==> src/rtl/pe_array_writeback.sv <==
// Purpose     : drains PE-array result beats through a 2-entry FIFO into the output
//               buffer memory as full-width words at contiguous addresses from base_addr.
// Latency     : a beat accepted in cycle t is presented on wr_data in cycle t+1 at the earliest.
// Backpressure: wr_ready=0 holds wr_en/wr_addr/wr_data stable; in_ready drops once 2 beats are held.
// Ports       : start/base_addr/row_length/num_rows configure a pass; in_valid/in_ready/
//               output_bus1_PEA is the beat input; wr_en/wr_ready/wr_addr/wr_data is the memory
//               write port; row_done/busy/done/protocol_err report progress and misuse.
// Option      : define PE_WB_STALL_CNT_EN to add stall_cycles (write-stall cycle counter).
`ifndef N_PE
`define N_PE 4
`endif
`ifndef WID_PE_BITS
`define WID_PE_BITS 8
`endif
`ifndef ADDR_FIFO
`define ADDR_FIFO 8
`endif

module pe_array_writeback #(
  parameter int N_PE        = `N_PE,
  parameter int WID_PE_BITS = `WID_PE_BITS,
  parameter int ADDR_FIFO   = `ADDR_FIFO,
  parameter int ADDR_MEM    = 16
) (
  input  logic                        clk,
  input  logic                        rst_n,
  input  logic                        start,
  input  logic [ADDR_MEM-1:0]         base_addr,
  input  logic [ADDR_FIFO-1:0]        row_length,
  input  logic [ADDR_FIFO-1:0]        num_rows,
  input  logic                        in_valid,
  output logic                        in_ready,
  input  logic [WID_PE_BITS*N_PE-1:0] output_bus1_PEA,
  output logic                        wr_en,
  input  logic                        wr_ready,
  output logic [ADDR_MEM-1:0]         wr_addr,
  output logic [WID_PE_BITS*N_PE-1:0] wr_data,
  output logic                        row_done,
  output logic                        busy,
  output logic                        done,
`ifdef PE_WB_STALL_CNT_EN
  output logic [31:0]                 stall_cycles,
`endif
  output logic                        protocol_err
);

  localparam int DW = WID_PE_BITS * N_PE;
  localparam int CW = 2 * ADDR_FIFO;

  typedef enum logic [1:0] {S_IDLE, S_RUN, S_DRAIN, S_DONE} state_t;

  state_t               state_q;
  logic [DW-1:0]        mem_q [2];
  logic                 wr_ptr_q, rd_ptr_q;
  logic [1:0]           cnt_q;
  logic [ADDR_MEM-1:0]  addr_q;
  logic [ADDR_FIFO-1:0] rowlen_q, col_q;
  logic [CW-1:0]        total_q, beat_q;
  logic                 last_q;
  logic                 row_done_q;
  logic                 protocol_err_q;

  logic start_ok, cfg_zero, push, pop, last_beat;

  assign start_ok  = start && (state_q == S_IDLE);
  assign cfg_zero  = (row_length == '0) || (num_rows == '0);
  assign in_ready  = (state_q == S_RUN) && (cnt_q < 2'd2) && !last_q;
  assign push      = in_valid && in_ready;
  assign wr_en     = (cnt_q != 2'd0);
  assign pop       = wr_en && wr_ready;
  // total_q is at least 1 whenever beats are being accepted
  assign last_beat = push && (beat_q == total_q - CW'(1));

  assign wr_addr      = addr_q;
  assign wr_data      = mem_q[rd_ptr_q];
  assign row_done     = row_done_q;
  assign busy         = (state_q == S_RUN) || (state_q == S_DRAIN);
  assign done         = (state_q == S_DONE);
  assign protocol_err = protocol_err_q;

  // Pass sequencing
  always_ff @(posedge clk or negedge rst_n) begin
    if (!rst_n) begin
      state_q <= S_IDLE;
    end else begin
      case (state_q)
        S_IDLE:  if (start) state_q <= cfg_zero ? S_DONE : S_RUN;
        S_RUN:   if (last_beat) state_q <= S_DRAIN;
        // the final beat always lands in the FIFO before DRAIN, so count==1 on its pop
        S_DRAIN: if (pop && (cnt_q == 2'd1)) state_q <= S_DONE;
        S_DONE:  state_q <= S_IDLE;
        default: state_q <= S_IDLE;
      endcase
    end
  end

  // Two-entry FIFO; simultaneous push/pop at count 1 keeps the count and the order
  always_ff @(posedge clk or negedge rst_n) begin
    if (!rst_n) begin
      mem_q[0] <= '0;
      mem_q[1] <= '0;
      wr_ptr_q <= 1'b0;
      rd_ptr_q <= 1'b0;
      cnt_q    <= 2'd0;
    end else begin
      if (push) begin
        mem_q[wr_ptr_q] <= output_bus1_PEA;
        wr_ptr_q        <= ~wr_ptr_q;
      end
      if (pop) rd_ptr_q <= ~rd_ptr_q;
      case ({push, pop})
        2'b10:   cnt_q <= cnt_q + 2'd1;
        2'b01:   cnt_q <= cnt_q - 2'd1;
        default: cnt_q <= cnt_q;
      endcase
    end
  end

  // Config capture, beat counting, write addressing and row tracking
  always_ff @(posedge clk or negedge rst_n) begin
    if (!rst_n) begin
      addr_q     <= '0;
      rowlen_q   <= '0;
      total_q    <= '0;
      beat_q     <= '0;
      col_q      <= '0;
      last_q     <= 1'b0;
      row_done_q <= 1'b0;
    end else begin
      row_done_q <= 1'b0;
      if (start_ok) begin
        addr_q   <= base_addr;
        rowlen_q <= row_length;
        total_q  <= CW'(row_length) * CW'(num_rows);
        beat_q   <= '0;
        col_q    <= '0;
        last_q   <= 1'b0;
      end else begin
        if (push) begin
          beat_q <= beat_q + CW'(1);
          if (last_beat) last_q <= 1'b1;
        end
        if (pop) begin
          addr_q <= addr_q + ADDR_MEM'(1);
          if (col_q == rowlen_q - ADDR_FIFO'(1)) begin
            col_q      <= '0;
            row_done_q <= 1'b1;
          end else begin
            col_q <= col_q + ADDR_FIFO'(1);
          end
        end
      end
    end
  end

  // Sticky misuse flag; a beat offered outside RUN wins over a same-cycle clear
  always_ff @(posedge clk or negedge rst_n) begin
    if (!rst_n) begin
      protocol_err_q <= 1'b0;
    end else if (in_valid && (state_q != S_RUN)) begin
      protocol_err_q <= 1'b1;
    end else if (start_ok) begin
      protocol_err_q <= 1'b0;
    end
  end

`ifdef PE_WB_STALL_CNT_EN
  logic [31:0] stall_q;
  assign stall_cycles = stall_q;

  always_ff @(posedge clk or negedge rst_n) begin
    if (!rst_n) begin
      stall_q <= '0;
    end else if (start_ok) begin
      stall_q <= '0;
    end else if (wr_en && !wr_ready && (stall_q != 32'hFFFF_FFFF)) begin
      stall_q <= stall_q + 32'd1;
    end
  end
`endif

endmodule

==> config.mk <==
export PLATFORM = sky130hd
export DESIGN_NAME = pe_array_writeback
export DESIGN_NICKNAME = d
export VERILOG_FILES = /design/src/rtl/pe_array_writeback.sv
export SDC_FILE = /design/constraint.sdc
export NUM_CORES = 1
export LEC_CHECK = 0
export CELL_PAD_IN_SITES_DETAIL_PLACEMENT = 1
export CELL_PAD_IN_SITES_GLOBAL_PLACEMENT = 2
export CORE_ASPECT_RATIO = 1.2
export CORE_UTILIZATION = 41
export CTS_CLUSTER_SIZE = 8
export DETAILED_ROUTE_END_ITERATION = 16
export DONT_BUFFER_PORTS = 1
export GPL_ROUTABILITY_DRIVEN = 0
export PLACE_DENSITY_LB_ADDON = 0.1
export SYNTH_ARGS = -nofsm -noshare
export SYNTH_HDL_FRONTEND = slang
export SYNTH_SLANG_ARGS = --single-unit
==> constraint.sdc <==
create_clock -name clk -period 3.1 [get_ports clk]
set_clock_uncertainty 0.15 [all_clocks]
set_input_delay 0.62 -clock clk [delete_from_list [all_inputs] [get_ports clk]]
set_output_delay 0.62 -clock clk [all_outputs]
set_load 0.02 [all_outputs]
[Yosys cells after proc, flatten, opt, wreduce, memory -nomap -nowiden]
Index checks and enable logic that the tools add are counted.
Storage, ports and cells
  bits of input ports: 69
  bits in read-only memories: 0
  bits in registers: 137
  latch bits: 0
  output and inout port bits: 54
  word-level logic and storage cells: 92
  RAM bits: 0
  memories kept: 0
Cells by class
  mux-type cells: 27
  bitwise logic cells: 4
  div/mod/pow operators: 0
  shifts and indexed selects: 0
  magnitude comparators: 4
  $mul: 1
  add/subtract/negate cells: 7
  eq/ne operators: 12
  reduce and logical (&&, ||, !) cells: 23
Operators with widths (count)
  $mux 32: 4
  $bwmux 64: 1
  $mux 16: 4
  $add 16x1->16 const B: 2
  $demux 32 s1: 1
  $mux 8: 3
  $eq 16x16->1: 1
  $logic_not 8->1: 2
  $mul 8x8->16: 1
  $sub 16x1->16 const B: 1
  $reduce_bool 2->1: 6
  $logic_and 1x1->1: 9
  $add 8x1->8 const B: 1
  $eq 8x8->1: 1
  $mux 1: 8
  $mux 2: 4
  $pmux 2 s4: 1
  $sub 8x1->8 const B: 1
  $eq 2x1->1 const B: 3
  $eq 2x2->1 const B: 3
  $ge 2x2->1 const B: 2
  $ne 2x1->1 const B: 2
  $ne 2x2->1 const B: 2
  $not 1->2: 2
  other kinds (11): 13

[Longest topological paths before layout]
Gate-level depths: netlist of the first run.
  depth in word-level cells: 8
  mapped depth: 19
  depth with buffers taken out: 18

[Worst setup path before layout of the first run]
OpenSTA, ideal clock, no wires.
  kind: input to register
  from: in row_length[0]
  to: reg total_q[14]
  slack: -1983 ps
  buffers on the path: 1
  arrival time: 4799 ps
  stages: 18
  cells stage by stage: clkbuf_1 -> nand2_1 -> fa_1 -> fa_1 -> inv_1 -> fa_1 -> inv_1 -> fa_1 -> inv_1 -> ha_1 -> or3_1 -> a311o_1 -> a31oi_1 -> nor2b_1 -> o21a_1 -> o211ai_1 -> xor2_1 -> o21ai_0
Between the ends
  longest elaborated chain between the ends: 1
RTL lines
  start: declaration: RTL line 29  | input logic [ADDR_FIFO-1:0] row_length,
  $mul 8x8->16: RTL line 134  | total_q <= CW'(row_length) * CW'(num_rows);
  end signal: assignment: RTL line 134
  end: declaration: RTL line 58  | logic [CW-1:0] total_q, beat_q;
Every way passes these cells.
A chain may end at the register's enable or synchronous reset.

[Final worst setup path of the first run]
  from: in row_length[5]
  to: reg total_q[14]
The elaborated chain is that of the path after synthesis.

==> results of run 1 <==
synth_stat cells (all sizes together), types with 2 or more instances:
library cell	instances
dfrtp	137
nand2	99
mux2	97
inv	66
and2	57
ha	49
o21ai	47
nor2	39
xor2	38
fa	36
xnor2	35
clkbuf	27
nand3	25
nor3	13
nand4	12
a21oi	11
nor4	10
and3	8
a21o	7
or3	7
nor2b	6
buf	4
mux2i	4
o21a	4
or4	4
a211o	3
nor3b	3
or2	3
a221o	2
a311o	2
a31oi	2
nand2b	2
nand3b	2
or4b	2
final timing paths:
path / end / slack, ns
hold / removal: mem_q[5] / -0.26
setup / recovery: total_q[14] / -1.15
hold reg to reg: cnt_q[1] / 0.34
setup reg to reg: state_q[0] / 0
min in group clk: rowlen_q[6] / 0.16
max in group asynchronous: total_q[5] / 2.83
registers in the layout (all words and copies together), names as in the netlist:
name and cells:
rowlen_q 8, cnt_q 2, row_done 1, rd_ptr_q 1, mem_q 64, last_q 1
wr_ptr_q 1, wr_addr 16, beat_q 16, state_q 2, protocol_err 1, col_q 8
total_q 16
critical path: stages:
cell and delay [ns]:
nand2_8 0.03, fa_1 0.50, fa_1 0.52, inv_1 0.05
fa_1 0.48, inv_1 0.05, fa_1 0.49, inv_2 0.05
ha_4 0.14, or3_1 0.34, a311o_1 0.30, a31oi_2 0.16
nor2b_1 0.07, o21a_1 0.18, o211ai_1 0.18, xor2_1 0.16
o21ai_1 0.08
final cells by class:
class | instances | share of cell area
tap | 270 | 0.0323
inverter | 66 | 0.0237
clock inverter | 15 | 0.0211
timing repair buffer | 64 | 0.0467
multi-input combinational | 637 | 0.507
clock buffer | 17 | 0.0407
sequential | 137 | 0.328
metrics by stage:
| stage | hold WS [ns] | total power [uW] | setup slack [ns] | util | cells |
|---|---|---|---|---|---|
| 3_3_place_gp | 0.179 | 3730 | -1.72 | 0.456 | 1166 |
| 2_1_floorplan | 0.174 | 3260 | -1.70 | - | 871 |
| 3_5_place_dp | 0.178 | 3780 | -1.78 | 0.456 | 1166 |
| 4_1_cts | -0.289 | 6150 | -1.19 | 0.492 | 1203 |
| 5_1_grt | -0.290 | 6510 | -1.33 | 0.495 | 1206 |
| 6_report | -0.261 | 6100 | -1.15 | 0.495 | 1206 |
report_power, final:
group          switching, uW  total, uW  internal, uW
clock                    900       2220          1320
sequential               163       2030          1870
combinational            919       1850           927
cell families after synthesis:
logic type	Yosys count	synth area share
xor gates and xnor gates	73	0.0718
and+or+nand+nor	293	0.168
buffers and inverters	97	0.0410
muxes	101	0.127
adders and majority gates	85	0.150
DFF	137	0.385
AOI/OAI and AO/OA	85	0.0573
cells in the final DEF, fill, tap and decap left out, types with 4 or more instances in the layout:
| master | n |
|---|---|
| a21o_1 | 7 |
| a21oi_1 | 7 |
| and2_1 | 49 |
| and2_4 | 7 |
| and3_1 | 8 |
| buf_4 | 62 |
| clkbuf_16 | 17 |
| dfrtp_1 | 137 |
| fa_1 | 32 |
| fa_2 | 4 |
| ha_1 | 42 |
| ha_4 | 5 |
| inv_1 | 60 |
| inv_2 | 6 |
| inv_8 | 7 |
| mux2_2 | 97 |
| mux2i_1 | 4 |
| nand2_1 | 96 |
| nand3_1 | 25 |
| nand4_1 | 12 |
| nor2_1 | 36 |
| nor2b_1 | 5 |
| nor3_1 | 13 |
| nor4_1 | 8 |
| o21a_1 | 4 |
| o21ai_0 | 40 |
| o21ai_1 | 6 |
| or3_1 | 7 |
| xnor2_1 | 34 |
| xor2_1 | 38 |
repair_timing:
item / in CTS / in global routing
pin swaps: 25 / 20
hold endpoints to repair: 137 / 137
buffers inserted: 6 / 5
setup endpoints to repair: 12 / 12
resized for setup: 17 / 12
per-layer routing:
layer	vias up	GRT usage
met2	101	0.373
met4	0	0.0566
met3	17	0.0447
met1	3175	0.232
met5	-	0
li1	3022	-
==> metrics.cfg, run 1 <==
[timing]
fmax_ghz=0.235
maxSlewHeadroom=0.652
fin_ws_ns=-1.15
drv_slew=0
finalCritPeriodShare=1.37
hold_violations=137
period_minus_slack_ns=4.25
setup_viol=10
rsz0062_at_grt=yes
worst_pin_slew_ns=0.518
hold_slack_ns=-0.261
finalSetupTns_ns=-8.18

[run_status]
failed_checks=hold timing, setup timing
status=finished, violations left

[route]
drc=0
routed_wl_mm=21.5
wl_met2_mm=11.6
firstDrtPassIters=4
drt-initial-drc-count=187
avgViaCountPerCell=5.24
wl_met3_um=766
maxUsedRoutingLayer=met4
wl_per_cell_um=17.8
detail-route-antenna-nets=0
m1WireLength_mm=8.89
vias=6315

[clock_network]
clock_path_buffers=2
numCtsBuffers=17
cts.clk_slew.worst_paths_ns=0.06
clock_latency_ns=0.43
cts_root_buf=clkbuf_16
cts_tree=yes
htreeDepth=4
clock_sinks=137

[layout]
num_antenna_cells=0
fillers=2282
final_layout_size_suffix_gt1_frac=0.257
design_area_um2=10500
area_growth_syn_to_layout_pct=17.3
final-seq-area_um2=3430
multi_input_area_um2=5300
layout.nets=1077

[synth]
synthTopCellsByArea=dfrtp_1, mux2_2, fa_1
yosysWarnings=0
synth-main-ff-cell=dfrtp_1
synthCells=871
ys_ff_latch=137
yosysUniqueCellTypes=46
synthesis.nets=1025
synth_area_um2=8910
ys_seq_area_frac=0.385
synth_top_cell_by_area=dfrtp_1
avgSynthCellArea_um2=10.2
synthArstFlopShare=1.00
synth_top_area_share=0.385
synth-edff-count=0

[global_routing]
grt_max_degree=138
grt_usage=0.203
antenna_found_initial=0
grt_pass1_wl_mm=35.3
grt-ovfl-total=0
grt_pass1_vias=7053

[floorplan]
die_area_um2=22300
start_util=0.422
num_io_pins=123
rows=58
core_area_um2=21100
fp.dieW_um=137
die_h_um=163

[worst_setup_path]
arrival_ns=4.40
critPathRequiredTime_ns=3.25
cp_max_fo=10
cp-end-kind=flip-flop
crit_start=row_length[5]
r2r_start=total_q[0]
worstRegToRegCells=11
startpoint_type=input pin
crit_type=input pin to flip-flop

[flow_run]
max_cap_violations=0

[placement]
io_buffers=0
dp_hpwl_mm=16.3
placed_cell_area_um2=9640

[hold_path]
hp-class=input pin to asynchronous set/reset pin

[power]
powerDensity_nw_per_um2=583
peakVddDrop_v=0.000352
leakage_uw=0.00514

(Power assumes the default switching activity.)
==> run 2, diff against run 1 <==
CAP_MARGIN = 20   (was not set)
==> results of run 2 <==
Same layout as run 1: the final DEF is identical, and so are final timing and power.
==> run 3, diff against run 2 <==
CORE_UTILIZATION = 45   (was 41)
SLEW_MARGIN = 20   (was not set)
clock period = 5.1 ns   (was 3.1 ns; I/O delays follow)
==> metrics.cfg, run 3 (same netlist as run 1, synthesis figures left out) <==
[run_status]
status=finished clean

[global_routing]
grt-ovfl-total=0  ; unchanged
antenna_found_initial=0  ; unchanged
grt_usage=0.207  ; +0.00448
grt_pass1_wl_mm=33.1  ; -6.2%
grt_pass1_vias=6784  ; -3.8%
grt_max_degree=138  ; unchanged

[worst_setup_path]
crit_chain=and2_1, fa_2, fa_1, inv_1, fa_1, fa_1, inv_1, ha_2, or3_1, a311o_1, a31oi_1, nor2b_1, o21a_1, o211ai_1, xor2_1, o21ai_1
rr_endpoint=state_q[1]
cp_common_cell=fa_1
critPathRequiredTime_ns=5.25  ; +2.00 ns
arrival_ns=5.01  ; +0.61 ns
startpoint_type=input pin
endpoint=total_q[14]
crit_start=num_rows[4]
cp_max_fo=9  ; -1
cpMaxStageDelayCell=fa_1
worstRegToRegCells=7  ; -4
crit_type=input pin to flip-flop
r2r_setup_slack_ns=1.76  ; +1.76 ns
crit_path_max_incr_delay_ns=0.54  ; +0.02 ns
cp-end-kind=flip-flop
r2r_start=total_q[0]

[floorplan]
core_area_um2=19500  ; -7.8%
num_io_pins=123  ; unchanged
fp.dieW_um=130  ; -4.5%
start_util=0.457  ; +0.0355
die_area_um2=20400  ; -8.8%
die_h_um=156  ; -4.5%
rows=56  ; -3.4%

[clock_network]
cts_post_setup_buffers_inserted=0  ; -6
htreeDepth=4  ; unchanged
clock_path_buffers=2  ; unchanged
clock_latency_ns=0.43  ; about the same
cts_root_buf=clkbuf_16
numCtsBuffers=17  ; unchanged
cts_tree=yes
cts.clk_slew.worst_paths_ns=0.06  ; about the same
holdBufCountCts=0
cts_resized=0  ; -17
clock_sinks=137  ; unchanged

[layout]
area_growth_syn_to_layout_pct=10.5
mostFrequentLayoutCell=dfrtp_1
layout.nets=1026  ; -4.7%
final_layout_size_suffix_gt1_frac=0.180  ; -0.0778
largest_reg_flops=64  ; unchanged
num_antenna_cells=0  ; unchanged
top_register=mem_q
layout_common_cells=dfrtp_1, nand2_1, mux2_2
fillers=2179  ; -4.5%

[power]
total_power_uw=3390  ; -44%
peakVddDrop_v=0.000221  ; -37%
leakage_uw=0.00483  ; -5.9%
powerDensity_nw_per_um2=345  ; -41%

[timing]
rsz0062_at_grt=no
worst_pin_slew_ns=0.649  ; +0.131 ns
hold_violations=0  ; -100%
hold_slack_ns=0.129  ; +0.390 ns
finalCritPeriodShare=0.952
fmax_ghz=0.206
drv_slew=0  ; unchanged
maxSlewHeadroom=0.567  ; -0.0846
period_minus_slack_ns=4.85
setup_viol=0  ; -10

[route]
drc=0  ; unchanged
avgViaCountPerCell=5.38  ; +2.8%
firstDrtPassIters=4  ; unchanged
detail-route-antenna-nets=0  ; unchanged
vias=6167  ; -2.3%
routed_wl_mm=20.1  ; -6.6%
wl_per_cell_um=17.5  ; -1.7%
drt-initial-drc-count=189  ; +1.1%

[hold_path]
hp-class=input pin to asynchronous set/reset pin

[flow_run]
max_cap_violations=0  ; unchanged

[placement]
io_buffers=0  ; unchanged
dp_hpwl_mm=15.1  ; -7.1%

## run 3: cell types whose count changed in the layout (fill, tap and decap cells not counted), moves of 6 or more
| cell | change |
|---|---|
| o21ai_0 | +6 |
| inv_2 | -6 |
| inv_1 | +6 |
| buf_4 | -49 |
## run 3: how the worst min path moves through the flow
| stage | endpoint | cells after the start | from | slack, ns |
|---|---|---|---|---|
| detailed placement | mem_q[30] | 1 | mem_q[30] | 0.34 |
| global placement | cnt_q[1] | 2 | cnt_q[1] | 0.31 |
| CTS | mem_q[40] | 0 | rst_n | 0.12 |
| finish | mem_q[40] | 0 | rst_n | 0.13 |
| floorplan | cnt_q[1] | 2 | cnt_q[1] | 0.30 |
| global route | mem_q[42] | 0 | rst_n | 0.12 |
## run 3: where the power goes
part | internal (uW) | switching [uW]
logic | 419 | 459
clock network | 740 | 521
registers | 1140 | 118
## run 3: final cells by class
type                       count  area, um2  share of cell area
inverter                      66        248              0.0252
timing repair buffer          13       97.6             0.00991
clock inverter                15        181              0.0184
tap                          261        327              0.0332
multi-input combinational    637       5140               0.522
sequential                   137       3430               0.348
clock buffer                  17        425              0.0432
## run 3: critical path, delay by kind of cell
kind,cells,cell delay (ns)
AOI/OAI and AO/OA,5,1.01
xor gates and xnor gates,1,0.16
adders and majority gates,5,2.12
buffers and inverters,2,0.10
and+or+nand+nor,3,0.60
## run 3: through the flow
step | cell area [um2] | setup TNS, ns | setup WS [ns] | std cells | utilization
after floorplan | 8970 | -0.112 | -0.0972 | 871 | -
after global placement | 9240 | -0.298 | -0.190 | 1114 | 0.474
after detailed placement | 9240 | -0.558 | -0.241 | 1114 | 0.474
after CTS | 9850 | 0 | 0.210 | 1146 | 0.505
after global routing | 9850 | 0 | 0.0115 | 1146 | 0.506
final | 9850 | 0 | 0.246 | 1146 | 0.506
## run 3: per-layer routing
metal,part of all wire,up-vias,track usage
met1,0.41,3104,0.239
li1,-,2929,-
met3,0.042,31,0.0394
met5,0,-,0
met4,0.021,0,0.0816
met2,0.53,103,0.373
